`config.mk`:
```
export PLATFORM = sky130hd
export DESIGN_NAME = hazard_stall_unit
export DESIGN_NICKNAME = d
export VERILOG_FILES = /design/src/rtl/hazard_stall_unit_pkg.sv /design/src/rtl/hazard_stall_unit_load_class_detect.sv /design/src/rtl/hazard_stall_unit.sv
export SDC_FILE = /design/constraint.sdc
export NUM_CORES = 1
export LEC_CHECK = 0
export BUFFER_PORTS_ARGS = -buffer_cell sky130_fd_sc_hd__buf_2
export CORE_UTILIZATION = 49
export CTS_CLUSTER_SIZE = 10
export DETAILED_ROUTE_END_ITERATION = 10
export HOLD_SLACK_MARGIN = 0.08
export PLACE_DENSITY = 0.79
export SYNTH_ARGS = -nofsm -noshare
export SYNTH_HDL_FRONTEND = slang
export SYNTH_SLANG_ARGS = --single-unit
export TNS_END_PERCENT = 100
```
`constraint.sdc`:
```
create_clock -name clk -period 2.1 [get_ports clk]
set_input_delay 0.21 -clock clk [delete_from_list [all_inputs] [get_ports clk]]
set_output_delay 0.21 -clock clk [all_outputs]
set_load 0.05 [all_outputs]
```
`src/rtl/hazard_stall_unit_pkg.sv`:
```
// Shared definitions for the decode/execute interlock: opcode width,
// load-class opcode encodings and the load-stall FSM state type.
package common_params;

  localparam int unsigned OPCODE_W = 7;

  localparam logic [OPCODE_W-1:0] OPC_LOAD    = 7'b0000011;
  localparam logic [OPCODE_W-1:0] OPC_LOAD_FP = 7'b0000111;

  typedef enum logic {
    HZD_IDLE,
    HZD_LOAD_WAIT
  } hzd_state_t;

endpackage

```
`src/rtl/hazard_stall_unit_load_class_detect.sv`:
```
// Flags opcodes whose result arrives late (integer and FP loads).
module load_class_detect
  import common_params::*;
(
  input  logic [OPCODE_W-1:0] opcode_i,
  output logic                is_load_o
);

  always_comb begin
    is_load_o = (opcode_i == OPC_LOAD) || (opcode_i == OPC_LOAD_FP);
  end

endmodule

```
`src/rtl/hazard_stall_unit.sv`:
```
// Decode/execute interlock: load-use and multi-cycle-unit hazards produce a
// PC stall, a registered load-stall window, a bubble strobe and a stall counter.
module hazard_stall_unit
  import common_params::*;
#(
  parameter int unsigned LOAD_LATENCY = 1,
  parameter int unsigned EW_LAYER     = 1,
  parameter int unsigned NUM_SRC      = 2,
  parameter int unsigned PERF_W       = 32
) (
  input  logic                                clk,
  input  logic                                rst,
  input  logic                                dec_valid,
  input  logic                                dec_uses_long,
  input  logic [OPCODE_W-1:0]                 exe_opcode,
  input  logic [(EW_LAYER+1)*OPCODE_W-1:0]    wri_opcode,
  input  logic [NUM_SRC-1:0]                  fwd_from_exe,
  input  logic [NUM_SRC*(EW_LAYER+1)-1:0]     fwd_from_wri,
  input  logic                                long_start,
  input  logic                                long_done,
  input  logic                                flush,
  output logic                                stall_pc,
  output logic                                stall_phase,
  output logic                                bubble,
  output logic                                unit_busy,
  output logic [PERF_W-1:0]                   stall_cycles
);

  localparam int unsigned NL    = EW_LAYER + 1;
  localparam int unsigned CNT_W = (LOAD_LATENCY < 2) ? 1 : $clog2(LOAD_LATENCY + 1);
  localparam logic [CNT_W-1:0] WIN_LEN  = CNT_W'(LOAD_LATENCY);
  localparam logic [CNT_W-1:0] WIN_LAST = CNT_W'(1);

  logic                  ld_exe;
  logic [LOAD_LATENCY:0] ld_wri;
  logic                  load_hazard;
  logic                  unit_hazard;

  hzd_state_t            state_q, state_d;
  logic [CNT_W-1:0]      win_q, win_d;
  logic                  bubble_q, bubble_d;
  logic                  busy_q, busy_d;
  logic [PERF_W-1:0]     perf_q, perf_d;

  load_class_detect u_det_exe (
    .opcode_i  (exe_opcode),
    .is_load_o (ld_exe)
  );

  for (genvar i = 0; i <= LOAD_LATENCY; i++) begin : g_wri
    load_class_detect u_det (
      .opcode_i  (wri_opcode[i*OPCODE_W +: OPCODE_W]),
      .is_load_o (ld_wri[i])
    );
  end

  // Layers past LOAD_LATENCY already hold settled results and never stall.
  if (LOAD_LATENCY < EW_LAYER) begin : g_unused
    logic unused_upper;
    always_comb begin
      unused_upper = ^wri_opcode[NL*OPCODE_W-1:(LOAD_LATENCY+1)*OPCODE_W];
      for (int unsigned s = 0; s < NUM_SRC; s++) begin
        for (int unsigned i = LOAD_LATENCY + 1; i < NL; i++) begin
          unused_upper = unused_upper ^ fwd_from_wri[s*NL+i];
        end
      end
    end
  end

  always_comb begin
    logic hit;
    hit = 1'b0;
    for (int unsigned s = 0; s < NUM_SRC; s++) begin
      hit = hit | (ld_exe & fwd_from_exe[s]);
      for (int unsigned i = 0; i <= LOAD_LATENCY; i++) begin
        hit = hit | (ld_wri[i] & fwd_from_wri[s*NL+i]);
      end
    end
    load_hazard = dec_valid & hit;
  end

  always_comb begin
    unit_hazard = dec_valid & dec_uses_long & busy_q & ~long_done;
    stall_pc    = load_hazard | unit_hazard | (state_q == HZD_LOAD_WAIT);
  end

  always_comb begin
    state_d  = state_q;
    win_d    = win_q;
    bubble_d = stall_pc & ~flush;
    busy_d   = long_start | (busy_q & ~long_done);
    perf_d   = perf_q;
    if (stall_pc && !(&perf_q)) begin
      perf_d = perf_q + PERF_W'(1);
    end
    if (flush) begin
      state_d = HZD_IDLE;
      win_d   = '0;
    end else begin
      case (state_q)
        HZD_IDLE: begin
          if (load_hazard && (LOAD_LATENCY != 0)) begin
            state_d = HZD_LOAD_WAIT;
            win_d   = WIN_LEN;
          end
        end
        HZD_LOAD_WAIT: begin
          // A fresh hazard on the final window cycle extends rather than closes.
          if (win_q == WIN_LAST) begin
            if (load_hazard) begin
              win_d = WIN_LEN;
            end else begin
              state_d = HZD_IDLE;
              win_d   = '0;
            end
          end else begin
            win_d = win_q - WIN_LAST;
          end
        end
        default: begin
          state_d = HZD_IDLE;
          win_d   = '0;
        end
      endcase
    end
  end

  always_ff @(posedge clk or posedge rst) begin
    if (rst) begin
      state_q  <= HZD_IDLE;
      win_q    <= '0;
      bubble_q <= 1'b0;
      busy_q   <= 1'b0;
      perf_q   <= '0;
    end else begin
      state_q  <= state_d;
      win_q    <= win_d;
      bubble_q <= bubble_d;
      busy_q   <= busy_d;
      perf_q   <= perf_d;
    end
  end

  assign stall_phase  = (state_q == HZD_LOAD_WAIT);
  assign bubble       = bubble_q;
  assign unit_busy    = busy_q;
  assign stall_cycles = perf_q;

endmodule

```
==> flow_metrics.tcl, run 1 <==
set metrics [dict create \
    port_buffers 66 \
    critical_path_class "input port to output port" \
    powerDensity_nw_per_um2 677.2 \
    grt_usage 0.2358 \
    drc 0 \
    clkSlewWorstSetupHoldPaths_ps 70 \
    critPathLaunch "wri_opcode[10]" \
    h-tree-depth 2 \
    wl_per_cell_um 13.94 \
    rsz0062_at_grt "false" \
    clock-sinks 36 \
    yosysUniqueCellTypes 34 \
    setup-violations-final 0 \
    rows 22 \
    yosys_warnings 0 \
    ios 70 \
    nets 295 \
    drv_cap 0 \
    finalClockSkew_ps 5.042 \
    area_delta_synth_final_pct 32.53 \
    hold_viol_final 0 \
    synth_seq_area_share 0.4666 \
    dr_wl_met2_um 2223 \
    layout-drive-gt1-share 0.4636 \
    synth_top_area_share 0.4666 \
    die_area_um2 4195 \
    post-route-period-util 0.9155 \
    placedCellCount 300 \
    met1_length_um 1842 \
    cp_max_fo 3 \
    ys_ff_latch 36 \
    fin_cells 309 \
    first_pass_iters 4 \
    min-delay-start "flush" \
    status "finished, final reports clean" \
    synthArstFlopShare 1.000 \
    route.met3.wl_um 143 \
    grt-ovfl-total 0 \
    num_vias 1654 \
    worstMarginPinSlew_ps 666.3 \
    crit_path_end_kind "output port" \
    cp.required_ps 1890 \
    final_cell_mix "buf_2 (66), dfrtp_1 (26), xor2_1 (19), nand2_1 (16), nand3_1 (14)" \
    hold_depth 2 \
    syn-num-nets 208 \
    tritoncts "yes" \
    vdd_drop_max_mv 0.8422 \
    die_w_um 64.77 \
    synth_edf_count 0 \
    ant_nets 0 \
    drv_slew 0 \
    cts_root_buffer "clkbuf_8" \
    r2r-start "stall_cycles[0]" \
    grt_max_degree 37 \
    ctsResizeCount 0 \
    synth_area_um2 1931 \
    relSlewSlack 0.5520 \
    initial_core_util 0.5195 \
    first_iter_violations 120 \
    die_h_um 64.77 \
    antenna_found_initial 0 \
    avgSynthCellArea_um2 11.16 \
    dr.max_layer_used "met4" \
    synthCells 173 \
    cellLeakagePower_nw 1.299 \
    wl_um 4308 \
    place_hpwl_um 3331 \
    core_area_um2 3716 \
    tns_ps 0 \
    diodes 0 \
    arrival_ps 1710 \
    first_global_vias 1685 \
    cp-start-kind "input port" \
    routed_via_density 5.353 \
    fmax_ghz 0.5201 \
    grt_pass1_wl_um 7465 \
    synth_top_area_cell "dfrtp_1" \
    gp_congestion 0.7843 \
    final_common_cell "buf_2" \
    finalCriticalPeriod_ps 1923 \
    rr_worst_depth 8 \
    synth-main-ff-cell "dfrtp_1" \
    hold_path.class "input port to register" \
    yosys-top-cells-area "dfrtp_1 (47%), xor2_1 (8.6%), xnor2_1 (5.0%)" \
    cts_buffer_depth 2 \
    cts_buffers 5 \
    clk_latency_ps 290 \
]
## synthesized netlist by cell type (2+ instances only)
library cell	count
nand4_1	11
nor2_1	13
xor2_1	19
dfrtp_1	36
nor2b_1	2
nand2b_1	2
nor4_1	4
nor4b_4	3
a21oi_1	2
nand2_1	17
nand3_1	14
xnor2_1	11
nor3_1	6
inv_1	4
or4b_4	3
a31oi_1	2
nor3_2	7
## kinds of logic after synthesis
family / synth area share
buffers and inverters: 0.01361
XOR/XNOR: 0.1361
multiplexers: 0.005832
AND/OR/NAND/NOR: 0.3079
adder cells (fa/ha/maj): 0.006480
AO/OA/AOI/OAI: 0.06352
flip-flops: 0.4666
## metal layers
metal  vias up  GRT usage
met5         -          0
met4         0     0.1111
met3        12    0.04930
met2        46     0.3997
met1       799     0.2836
li1        797          -
## cell type report
type / count / area, um^2
clock buffers: 7 / 86.33
repair buffers: 81 / 470.5
well taps: 48 / 60.06
clock inverters: 1 / 7.507
inverters: 4 / 15.01
flip-flops and latches: 36 / 913.4
multi-input cells: 132 / 1006
fillers: 306 / 1157
## power breakdown
group / leakage (nW) / switching [mW] / internal [mW]
Sequential: 0.462 / 0.0571 / 0.740
Combinational: 0.792 / 0.286 / 0.136
Clock: 0.0445 / 0.247 / 0.266
## flip-flops by register name (all words and copies together), names as in the netlist
signal,cells
bubble,1
stall_phase,1
unit_busy,1
stall_cycles,32
win_q,1
## worst paths after layout
path | endpoint | slack, ps
max in group asynchronous | stall_cycles[0] | 1190
worst max-delay path | stall_pc | 180
worst max register to register | stall_cycles[7] | 230
worst min-delay path | win_q | 100
min in group asynchronous | win_q | 550
worst min register to register | stall_cycles[27] | 480
## critical path: stages
cell and delay, ps:
buf_2 100, or4b_4 540, nor4b_4 270, o31ai_1 210, nand2_2 120, buf_2 270
## metrics by stage
| step | setup WS (ps) | instance area, um^2 | util | total power [mW] | hold WS (ps) |
|---|---|---|---|---|---|
| 2_1_floorplan | 1.302 | 1946 | - | 1.083 | 273.1 |
| 3_3_place_gp | 49.23 | 2455 | 0.6606 | 1.224 | 333.4 |
| 4_1_cts | 172.2 | 2559 | 0.6886 | 1.742 | 95.77 |
| 3_5_place_dp | 18.46 | 2455 | 0.6606 | 1.232 | 333.3 |
| 5_1_grt | 1.092 | 2559 | 0.6886 | 1.815 | 96.67 |
| 6_report | 177.4 | 2559 | 0.6886 | 1.733 | 97.71 |
## what timing repair did
| action | CTS | global route |
|---|---|---|
| hold buffers | 1 | 0 |
| hold endpoints to repair | 36 | 0 |
| buffers inserted | 0 | 0 |
(Power assumes the default switching activity.)
==> inputs of run 2 (changes only) <==
Settings changed: ABC_AREA from default to 1, CORE_UTILIZATION 49 to 42, PLACE_DENSITY 0.79 to 0.67.
==> run 2 against run 1 <==
Net effect:
- register-to-register slack about the same
- worst hold slack better by 20 ps
- fmax up 2.1%
- global-route usage down 0.69 points
- clock skew up 1.7 ps
- sequential share of layout area down 5.6 points
- via count up 56%
- die area up 48%
- sequential power down 2.9%
- combinational power down 17%
- clock power up 18%
- critical path type is now register to register
- critical endpoint is now stall_cycles[13]
==> flow_metrics.tcl, run 2 <==
set metrics [dict create \
    powerDensity_nw_per_um2 578.7 \
    ant_nets 0 \
    setup-violations-final 0 \
    final_common_cell "nand2_1" \
    clk_latency_ps 300 \
    synth_top_area_cell "dfrtp_1" \
    syn-num-nets 418 \
    area_delta_synth_final_pct 21.10 \
    die_h_um 78.73 \
    hold_path.class "input port to register" \
    final_area_um2 2994 \
    clock-sinks 36 \
    cp-start-kind "register" \
    cts_buffers 5 \
    die_w_um 78.73 \
    port_buffers 66 \
    avgSynthCellArea_um2 6.455 \
    cp_max_fo 32 \
    finalCriticalPeriod_ps 1883 \
    synthCells 383 \
    synth_edf_count 0 \
    ios 70 \
    die_area_um2 6198 \
    routed_via_density 4.880 \
    synth_seq_area_share 0.3644 \
    h-tree-depth 2 \
    first_pass_iters 4 \
    dpl_cell_area_um2 2877 \
    synth_top_area_share 0.3644 \
    hold_viol_final 0 \
    fin_ws_ps 217.1 \
    vdd_drop_max_mv 0.4712 \
    grt-ovfl-total 0 \
    largest_reg_flops 32 \
    post-route-period-util 0.8966 \
    place_hpwl_um 4918 \
    critical_path_class "register to register" \
    fmax_ghz 0.5311 \
    synth.most_common_cell "nand2_1" \
    wl_per_cell_um 12.01 \
    yosys-top-cells-count "nand2_1 (177), nor2_1 (60), dfrtp_1 (36)" \
    cts_buffer_depth 2 \
    clkSlewWorstSetupHoldPaths_ps 70 \
    first_global_vias 2486 \
    synth_area_um2 2472 \
    yosys_warnings 0 \
    tritoncts "yes" \
    drv_slew 0 \
    cellLeakagePower_nw 1.629 \
    relSlewSlack 0.6011 \
    rsz0062_at_grt "false" \
    drc 0 \
    arrival_ps 2120 \
    ys_ff_latch 36 \
    tns_ps 0 \
    crit_path_end_kind "register" \
    nets 489 \
    grt_max_degree 37 \
    place_ws_ps 221.1 \
    synthArstFlopShare 1.000 \
    wl_um 6330 \
    rows 27 \
    yosysUniqueCellTypes 22 \
    core_area_um2 5574 \
    diodes 0 \
    synth-main-ff-cell "dfrtp_1" \
    num_vias 2572 \
    cp.required_ps 2340 \
    grt_usage 0.2289 \
    final_cell_mix "nand2_1 (177), buf_2 (66), nor2_1 (60), dfrtp_1 (36), nand3_1 (35)" \
    finalClockSkew_ps 6.775 \
    layout-drive-gt1-share 0.1934 \
    cts_root_buffer "clkbuf_8" \
    ctsResizeCount 0 \
    initial_core_util 0.4435 \
    fill_cells 579 \
    drv_cap 0 \
    gp_congestion 0.9629 \
    status "finished, final reports clean" \
    worstMarginPinSlew_ps 596.6 \
    yosys-top-cells-area "dfrtp_1 (36%), nand2_1 (27%), nor2_1 (9.1%)" \
    antenna_found_initial 0 \
    first_iter_violations 108 \
    grt_pass1_wl_um 11200 \
]
[run 2: cell types whose count changed after synthesis, moves of 7 or more]
cell | before | now
inv_1 | 4 | 20
nand2_1 | 17 | 177
nand3_1 | 14 | 35
nand3b_1 | 0 | 15
nand4_1 | 11 | 3
nor2_1 | 13 | 60
nor3_2 | 7 | 0
xnor2_1 | 11 | 4
xor2_1 | 19 | 11
[run 2: layout make-up]
class,count,area [um^2],area share
clock buffer,6,72.57,0.02424
inverter,22,82.58,0.02758
timing repair buffer,73,385.4,0.1287
sequential,36,900.9,0.3009
clock inverter,2,35.03,0.01170
tap,72,90.09,0.03009
multi-input combinational,316,1428,0.4768
[run 2: worst paths after layout]
| kind | slack [ps] | endpoint | depth (start not counted) | from |
|---|---|---|---|---|
| setup / recovery | 220 | stall_cycles[13] | 11 | stall_cycles[0] |
| hold reg to reg | 520 | unit_busy | 1 | unit_busy |
| max in group asynchronous | 1210 | stall_cycles[23] | 4 | rst |
| hold / removal | 120 | unit_busy | 2 | long_start |
| min in group asynchronous | 550 | stall_cycles[3] | 4 | rst |
| setup reg to reg | 220 | stall_cycles[13] | 11 | stall_cycles[0] |
[run 2: kinds of logic (layout without fill, tap and decap cells)]
kind of cell / Yosys count / in the layout / synth area share
flops: 36 / 36 / 0.3644
fa+ha+maj: 1 / 1 / 0.005060
xor+xnor: 15 / 15 / 0.05314
compound gates: 2 / 2 / 0.005060
simple gates: 298 / 298 / 0.5142
buf+inv: 31 / 103 / 0.05820
[run 2: repair_timing]
action	in CTS	in global routing
buffers inserted	0	0
hold endpoints to repair	36	0
endpoints found under the setup margin	0	0
hold buffers	1	0
[run 2: worst max-delay path: stages (launching register included)]
cell	delay (ps)
dfrtp_1	460
ha_1	230
inv_2	60
nor2_4	160
nand2_2	100
inv_2	80
nand2_2	60
nor2_4	100
nand3_4	90
nand2_4	290
nand2_1	100
nand2_1	70
[run 2: report_power, final]
group          leakage [nW]  switching (mW)  total [mW]  internal [mW]
registers             0.495          0.0469       0.774          0.727
clock network        0.0552           0.255       0.607          0.352
logic                  1.08           0.251       0.351          0.100
[run 2: metal layers]
layer,vias to the layer above,GRT usage,share of wire
li1,1332,-,-
met3,5,0.04253,0.048
met5,-,0,0
met2,64,0.3948,0.49
met1,1171,0.2857,0.45
met4,0,0.07778,0.013
[run 2: through the flow]
step / hold slack, ps / power, mW / util / std cells
2_1_floorplan: 302.3 / 1.036 / - / 383
3_3_place_gp: 335.2 / 1.134 / 0.5160 / 518
3_5_place_dp: 343.3 / 1.141 / 0.5160 / 518
4_1_cts: 110.0 / 1.748 / 0.5371 / 527
5_1_grt: 118.0 / 1.811 / 0.5371 / 527
6_report: 117.5 / 1.733 / 0.5371 / 527
